[config.mk]
export PLATFORM = sky130hd
export DESIGN_NAME = param_sync_fifo_flat
export DESIGN_NICKNAME = d
export VERILOG_FILES = /design/src/rtl/param_sync_fifo_if.sv /design/src/rtl/param_sync_fifo.sv /design/src/flat_wrapper.sv
export SDC_FILE = /design/constraint.sdc
export NUM_CORES = 1
export LEC_CHECK = 0
export CORE_UTILIZATION = 45
export DETAILED_ROUTE_END_ITERATION = 12
export DONT_BUFFER_PORTS = 1
export GPL_ROUTABILITY_DRIVEN = 0
export PLACE_DENSITY = 0.7
export SETUP_SLACK_MARGIN = 0.3
export SLEW_MARGIN = 15
export SYNTH_ARGS = -nofsm -noshare
export SYNTH_HDL_FRONTEND = slang
export SYNTH_SLANG_ARGS = --single-unit
[constraint.sdc]
create_clock -name clk -period 3.35 [get_ports clk]
set_clock_uncertainty 0.2 [all_clocks]
set_input_delay 0.5025 -clock clk [delete_from_list [all_inputs] [get_ports clk]]
set_output_delay 0.5025 -clock clk [all_outputs]
set_load 0.05 [all_outputs]
[src/rtl/param_sync_fifo_if.sv]
// ---------------------------------------------------------------------------
// param_sync_fifo_if
//
// Purpose: groups the data-path and status signals of param_sync_fifo into
// one bundle. clk and res stay outside as plain module ports.
//
// Handshake semantics, used by both modports:
//   - wr_en is a write request. It is accepted at a rising edge only when
//     full was 0 before that edge. A request made while full is dropped and
//     sets overflow.
//   - rd_en is a read request. It is accepted at a rising edge only when
//     empty was 0 before that edge. A request made while empty is dropped
//     and sets underflow.
//   - full and empty therefore act as the "not ready" indications for the
//     write and read sides. Requesters must not assume acceptance while
//     they are high.
//
// Signals:
//   wr_en, wdata[WIDTH]       write request and data     (master -> slave)
//   rd_en                     read request / pop         (master -> slave)
//   clr_err                   clears sticky error flags  (master -> slave)
//   rdata[WIDTH]              read data                  (slave -> master)
//   full, empty               occupancy == DEPTH / == 0
//   almost_full, almost_empty threshold decodes of count
//   count[PTR_WIDTH+1]        current occupancy
//   overflow, underflow       sticky error flags
// ---------------------------------------------------------------------------
interface param_sync_fifo_if #(
  parameter int WIDTH = 8,
  parameter int DEPTH = 16
);
  localparam int PTR_WIDTH = $clog2(DEPTH);

  logic               wr_en;
  logic [WIDTH-1:0]   wdata;
  logic               rd_en;
  logic               clr_err;
  logic [WIDTH-1:0]   rdata;
  logic               full;
  logic               empty;
  logic               almost_full;
  logic               almost_empty;
  logic [PTR_WIDTH:0] count;
  logic               overflow;
  logic               underflow;

  // Requester side: drives the requests, observes data and status.
  modport master (
    output wr_en, wdata, rd_en, clr_err,
    input  rdata, full, empty, almost_full, almost_empty, count,
           overflow, underflow
  );

  // FIFO side: the reverse direction.
  modport slave (
    input  wr_en, wdata, rd_en, clr_err,
    output rdata, full, empty, almost_full, almost_empty, count,
           overflow, underflow
  );
endinterface

[src/rtl/param_sync_fifo.sv]
// ---------------------------------------------------------------------------
// param_sync_fifo
//
// Purpose: single-clock FIFO with a parameterised width and depth. It has
// almost-full and almost-empty thresholds and sticky overflow/underflow
// flags.
//
// Ports:
//   clk   rising-edge clock for all logic
//   res   synchronous active-high reset. It clears the pointers, count,
//         rdata and the error flags. Stored data is discarded logically,
//         but the array itself is not cleared.
//   bus   param_sync_fifo_if.slave. It carries wr_en/wdata, rd_en, clr_err,
//         rdata, full, empty, almost_full, almost_empty, count, overflow
//         and underflow.
//
// Build option:
//   PARAM_SYNC_FIFO_FWFT_EN
//     Undefined (default): rdata is registered. The word of an accepted
//       read appears one cycle after the rd_en edge and holds until the
//       next accepted read.
//     Defined: first-word-fall-through. rdata shows the head entry
//       whenever empty=0, and rd_en pops that entry. When the FIFO is
//       empty, rdata holds the last word that was popped.
//   Flags and count behave the same in both modes.
// ---------------------------------------------------------------------------
module param_sync_fifo #(
  parameter int WIDTH    = 8,
  parameter int DEPTH    = 16,
  parameter int AF_LEVEL = DEPTH - 2,
  parameter int AE_LEVEL = 2
) (
  input  logic                 clk,
  input  logic                 res,
  param_sync_fifo_if.slave     bus
);

  localparam int PTR_WIDTH = $clog2(DEPTH);

  // Thresholds resized once to the width of count, so each compare below
  // works on equal widths.
  localparam logic [PTR_WIDTH:0] DEPTH_C = DEPTH[PTR_WIDTH:0];
  localparam logic [PTR_WIDTH:0] AF_C    = AF_LEVEL[PTR_WIDTH:0];
  localparam logic [PTR_WIDTH:0] AE_C    = AE_LEVEL[PTR_WIDTH:0];

  // ------------------------------------------------------------------------
  // State
  // ------------------------------------------------------------------------
  logic [WIDTH-1:0]   mem_q [DEPTH];
  logic [PTR_WIDTH:0] wr_ptr_q, wr_ptr_d;
  logic [PTR_WIDTH:0] rd_ptr_q, rd_ptr_d;
  logic [PTR_WIDTH:0] count_q,  count_d;
  logic [WIDTH-1:0]   rdata_q,  rdata_d;
  logic               overflow_q,  overflow_d;
  logic               underflow_q, underflow_d;

  // ------------------------------------------------------------------------
  // Decodes of registered state
  // ------------------------------------------------------------------------
  logic [PTR_WIDTH-1:0] wr_addr;
  logic [PTR_WIDTH-1:0] rd_addr;
  logic                 full;
  logic                 empty;
  logic                 wr_acc;
  logic                 rd_acc;

  assign wr_addr = wr_ptr_q[PTR_WIDTH-1:0];
  assign rd_addr = rd_ptr_q[PTR_WIDTH-1:0];

  // The pointer MSB is a wrap toggle. With equal addresses, differing
  // toggles mean the writer is a whole lap ahead (full). Identical pointers
  // mean the FIFO is empty.
  assign full  = (wr_addr == rd_addr) && (wr_ptr_q[PTR_WIDTH] != rd_ptr_q[PTR_WIDTH]);
  assign empty = (wr_ptr_q == rd_ptr_q);

  // Acceptance uses the flags as they were before the edge. A dropped
  // request never touches the storage or the pointers.
  assign wr_acc = bus.wr_en && !full;
  assign rd_acc = bus.rd_en && !empty;

  // ------------------------------------------------------------------------
  // Next-state logic
  // ------------------------------------------------------------------------
  always_comb begin
    wr_ptr_d    = wr_ptr_q;
    rd_ptr_d    = rd_ptr_q;
    count_d     = count_q;
    rdata_d     = rdata_q;
    overflow_d  = overflow_q;
    underflow_d = underflow_q;

    // Incrementing the full PTR_WIDTH+1 bit pointer wraps the address
    // from DEPTH-1 to 0 and flips the toggle bit in one step, because
    // DEPTH is a power of two.
    if (wr_acc) begin
      wr_ptr_d = wr_ptr_q + 1'b1;
    end
    if (rd_acc) begin
      rd_ptr_d = rd_ptr_q + 1'b1;
      // In registered mode this is the output word. In FWFT mode it is the
      // value held once the FIFO runs empty.
      rdata_d  = mem_q[rd_addr];
    end

    case ({wr_acc, rd_acc})
      2'b10:   count_d = count_q + 1'b1;
      2'b01:   count_d = count_q - 1'b1;
      default: count_d = count_q;
    endcase

    // clr_err is applied first, so a new error in the same cycle wins.
    if (bus.clr_err) begin
      overflow_d  = 1'b0;
      underflow_d = 1'b0;
    end
    if (bus.wr_en && full) begin
      overflow_d = 1'b1;
    end
    if (bus.rd_en && empty) begin
      underflow_d = 1'b1;
    end
  end

  // ------------------------------------------------------------------------
  // Registers
  // ------------------------------------------------------------------------
  always_ff @(posedge clk) begin
    if (res) begin
      wr_ptr_q    <= '0;
      rd_ptr_q    <= '0;
      count_q     <= '0;
      rdata_q     <= '0;
      overflow_q  <= 1'b0;
      underflow_q <= 1'b0;
    end else begin
      wr_ptr_q    <= wr_ptr_d;
      rd_ptr_q    <= rd_ptr_d;
      count_q     <= count_d;
      rdata_q     <= rdata_d;
      overflow_q  <= overflow_d;
      underflow_q <= underflow_d;
    end
  end

  // The storage array has no reset. Clearing the pointers is enough to
  // discard its contents. A write during reset is blocked by the guard.
  always_ff @(posedge clk) begin
    if (!res && wr_acc) begin
      mem_q[wr_addr] <= bus.wdata;
    end
  end

  // ------------------------------------------------------------------------
  // Outputs
  // ------------------------------------------------------------------------
  assign bus.full         = full;
  assign bus.empty        = empty;
  assign bus.count        = count_q;
  assign bus.almost_full  = (count_q >= AF_C);
  assign bus.almost_empty = (count_q <= AE_C);
  assign bus.overflow     = overflow_q;
  assign bus.underflow    = underflow_q;

`ifdef PARAM_SYNC_FIFO_FWFT_EN
  // The head entry falls through combinationally. When empty, rdata shows
  // the last popped word, which is 0 after reset.
  assign bus.rdata = empty ? rdata_q : mem_q[rd_addr];
`else
  assign bus.rdata = rdata_q;
`endif

  // DEPTH_C documents the full-scale value of count. It is compared here
  // so that full stays tied to count == DEPTH in any reading of the code.
  logic unused_depth_chk;
  assign unused_depth_chk = (count_q == DEPTH_C) ^ full;

endmodule

[src/flat_wrapper.sv]
// flat-port wrapper written by rule: the top's interface ports become plain ports
module param_sync_fifo_flat 
#(
  parameter int WIDTH    = 8,
  parameter int DEPTH    = 16,
  parameter int AF_LEVEL = DEPTH - 2,
  parameter int AE_LEVEL = 2
)
  (clk, res, bus_wr_en, bus_wdata, bus_rd_en, bus_clr_err, bus_rdata, bus_full, bus_empty, bus_almost_full, bus_almost_empty, bus_count, bus_overflow, bus_underflow);
  param_sync_fifo_if #(.WIDTH(WIDTH), .DEPTH(DEPTH)) bus_i ();
  input  logic clk;
  input  logic res;
  input wire logic [$bits(bus_i.wr_en)-1:0] bus_wr_en;
  input wire logic [$bits(bus_i.wdata)-1:0] bus_wdata;
  input wire logic [$bits(bus_i.rd_en)-1:0] bus_rd_en;
  input wire logic [$bits(bus_i.clr_err)-1:0] bus_clr_err;
  output wire logic [$bits(bus_i.rdata)-1:0] bus_rdata;
  output wire logic [$bits(bus_i.full)-1:0] bus_full;
  output wire logic [$bits(bus_i.empty)-1:0] bus_empty;
  output wire logic [$bits(bus_i.almost_full)-1:0] bus_almost_full;
  output wire logic [$bits(bus_i.almost_empty)-1:0] bus_almost_empty;
  output wire logic [$bits(bus_i.count)-1:0] bus_count;
  output wire logic [$bits(bus_i.overflow)-1:0] bus_overflow;
  output wire logic [$bits(bus_i.underflow)-1:0] bus_underflow;
  assign bus_i.wr_en = bus_wr_en;
  assign bus_i.wdata = bus_wdata;
  assign bus_i.rd_en = bus_rd_en;
  assign bus_i.clr_err = bus_clr_err;
  assign bus_rdata = bus_i.rdata;
  assign bus_full = bus_i.full;
  assign bus_empty = bus_i.empty;
  assign bus_almost_full = bus_i.almost_full;
  assign bus_almost_empty = bus_i.almost_empty;
  assign bus_count = bus_i.count;
  assign bus_overflow = bus_i.overflow;
  assign bus_underflow = bus_i.underflow;
  param_sync_fifo #(.WIDTH(WIDTH), .DEPTH(DEPTH), .AF_LEVEL(AF_LEVEL), .AE_LEVEL(AE_LEVEL)) u_core (.clk(clk), .res(res), .bus(bus_i));
endmodule
==> impl_results.md <==
* Register bit total from synthesis at 153
* Post-layout min period at 2.89 ns
* TNS Setup at 0 ns
* Io pins at 32
* Max frequency at 0.347 GHz
* Die H at 122 µm
* Area leader, netlist: edfxtp_1
* Met2 Usage GRT at 29.8%
* Worst-skew pair later-pin latency at 0.43 ns
* Reg power frac at 48.2%
* Slew HR at 39.7%
* Initial antenna violation count at 0
* Max VDD drop at 0.382 mV
* Ys flop type: edfxtp_1
* Gr ovfl total at 0
* M3 GR Usage at 4.87%
* Final worst slack at 0.465 ns
* Drt via density at 5.53
* Core ar. at 13900 µm²
* Post-Synthesis Cells at 385
* CTS tree: built
* Die width at 122 µm
* Status: finished, final reports clean
* PD cells at 648 nW/µm²
* Leak at 2.44 nW
* Total setup buffers inserted after CTS at 0
* Aggregate routed wire length at 12400 µm
* RSZ-0062 raised after global routing: no
* WL per Instance at 20.3 µm
* Final design utilization at 53.2%
* DRT iter0 DRCs at 213
* FP Rows at 43
* DRC viols at 0
* DPL Wire Length at 7730 µm
* Worst slew pin tran at 0.902 ns
* TritonCTS buffer count at 17
* Setup Slack @ Placement at 0.458 ns
* Final setup viols at 0
* Syn Nets at 408
* Setup CP Type: reg -> reg
* Share of layout cells above drive strength 1 at 24.8%
* Syn. warnings at 0
* Mean Syn Cell Area at 16.8 µm²
* Synthesized area at 6460 µm²
* Comb power frac at 12.4%
* Die area at 14800 µm²
* Share of the synthesized area in the top cell type at 59.5%
* Crit end category: register
* Multi-input logic area at 1920 µm²
* Worst setup SP type: register
* Top post-synthesis cells by area: edfxtp_1, dfxtp_1, mux4_1, mux4_2, mux2_2
* Via count of the first global-routing pass at 3467
* Tot GR Track Use at 18.5%
* GR peak layer: met2
* Most frequent cells after synthesis: edfxtp_1, dfxtp_1, nor3_1
* Clk sinks at 153
* Switch share at 27.6%
* Fillers at 1086
* Most frequent cell after synthesis: edfxtp_1
* Min-Delay Path Class: in -> reg
* Worst EP required at 3.50 ns
* Met1 GRT Util at 23.6%
* Initial Util at 46.4%
* DRT Pass-1 Iters at 4
* First-pass GRT wire length at 19300 µm
* Pin count of the biggest net entering global routing at 52
* Hold Vio Cnt, Final at 0
* Routed vias at 3379
* H-tree levels at 4
* Sequential cell area at 4350 µm²
* Cell variety after synth at 45
* Int Power at 3.48 mW
* Psw at 1.32 mW
* Seq/Total Area, Yosys at 67.2%
* Fin crit share at 86.1%
* Antenna cell count at 0
* CTS root buffer: clkbuf_16
* Arrival time at the worst endpoint at 3.04 ns
* Max Cap Viol at 0
* Post-synth EDFFs at 128
* Synth-to-Final Area Change at 14.8%
* Port bufs at 0
* Post-synth ARST share at 0%
* Clock buffer depth at 2
* Nets at 441
* Max-slew violations at 0
* Power share of the clock group at 39.4%
* Critical-path maximum fanout at 5
* Final ANT Viol Nets at 0
* Clock transition at path regs at 0.06 ns
[state kept, by name (all words and copies together) (netlist names)]
register / count
u_core.mem_q: 128
u_core.bus.overflow: 1
u_core.wr_ptr_q: 5
u_core.bus.count: 5
u_core.rd_ptr_q: 5
u_core.bus.rdata: 8
u_core.bus.underflow: 1
[worst max-delay path, cell delays in order, from the launching register on]
cell and delay, ns:
dfxtp_1 0.40, xnor2_1 0.14, nand4_1 0.23, o21ai_4 0.24, ha_4 0.17, inv_1 0.07, fa_2 0.34, nor2b_1 0.17
o21ai_1 0.10, and3_1 0.21, or4_1 0.41, a21oi_1 0.13
[logic make-up (layout without fill, tap and decap cells)]
family | count (synthesis) | after routing | synth area share [%]
adders and majority gates | 10 | 10 | 2.05
and+or+nand+nor | 88 | 88 | 7.88
DFF | 153 | 153 | 67.2
xor gates and xnor gates | 14 | 14 | 1.90
muxes | 43 | 43 | 12.4
AOI/OAI and AO/OA | 46 | 46 | 4.80
buffers and inverters | 31 | 77 | 3.68
[path summary, 6_finish.rpt]
| kind | startpoint | to | slack (ns) | depth (start not counted) |
|---|---|---|---|---|
| setup reg to reg | u_core.wr_ptr_q[0] | u_core.bus.count[4] | 0.46 | 11 |
| hold reg to reg | u_core.wr_ptr_q[1] | u_core.wr_ptr_q[1] | 0.38 | 2 |
| setup / recovery | u_core.wr_ptr_q[0] | u_core.bus.count[4] | 0.46 | 11 |
| hold / removal | bus_wr_en | u_core.bus.overflow | 0.02 | 2 |
[per-stage QoR]
stage / cells / cell area [µm²] / total power [mW] / hold WS [ns]
final: 611 / 7420 / 4.81 / 0.0209
after global routing: 611 / 7420 / 4.98 / 0.0152
after CTS: 611 / 7410 / 4.85 / 0.00751
after detailed placement: 570 / 6730 / 2.92 / 0.374
after global placement: 570 / 6730 / 2.90 / 0.355
after floorplan: 385 / 6500 / 2.79 / 0.338
[cell type report]
class / count / share of cell area (%)
Sequential cell: 153 / 58.6
Clock buffer: 17 / 5.74
Timing Repair Buffer: 38 / 4.15
Multi-Input combinational cell: 201 / 25.9
Tap cell: 180 / 3.04
Inverter: 7 / 0.354
Clock inverter: 15 / 2.23
[per-layer routing]
layer,wire length [µm],up-vias
met5,0,-
met4,225,0
met3,577,16
met2,6100,80
met1,5520,1693
li1,-,1590
[cell usage in the layout (no fill, tap or decap), types with 2 or more instances in the layout]
cell type,count
edfxtp_1,128
buf_4,29
nor3_1,25
dfxtp_1,23
nor2_1,17
clkbuf_16,17
mux2_2,16
a211oi_1,16
mux4_1,14
nor2b_1,11
mux4_2,10
and2b_2,10
dlygate4sd3_1,9
o22ai_1,8
a21oi_1,8
ha_1,8
xor2_1,7
xnor2_1,7
inv_1,7
nand2b_1,4
o211ai_1,4
nor4_1,4
inv_6,4
nand2_1,3
mux2i_1,3
o21ai_0,3
clkinv_4,3
nor4b_1,2
nor4b_2,2
nand3_1,2
or4_1,2
and3_1,2
clkinv_2,2
bufinv_16,2
inv_8,2
dfxtp_2,2
[power groups by stage]
stage | sequential [mW] | combinational [mW] | clock (mW)
finish | 2.31 | 0.597 | 1.89
global route | 2.32 | 0.651 | 2.00
CTS | 2.32 | 0.603 | 1.93
detailed placement | 2.36 | 0.562 | 0
global placement | 2.35 | 0.549 | 0
floorplan | 2.34 | 0.452 | 0
[timing repair]
action / in CTS / in global routing
endpoints found under the hold margin: 152 / 0
endpoints found under the setup margin: 0 / 1
gates resized for setup: 0 / 1
hold buffers: 9 / 0
Note: power is estimated with default switching activity, not from simulation.
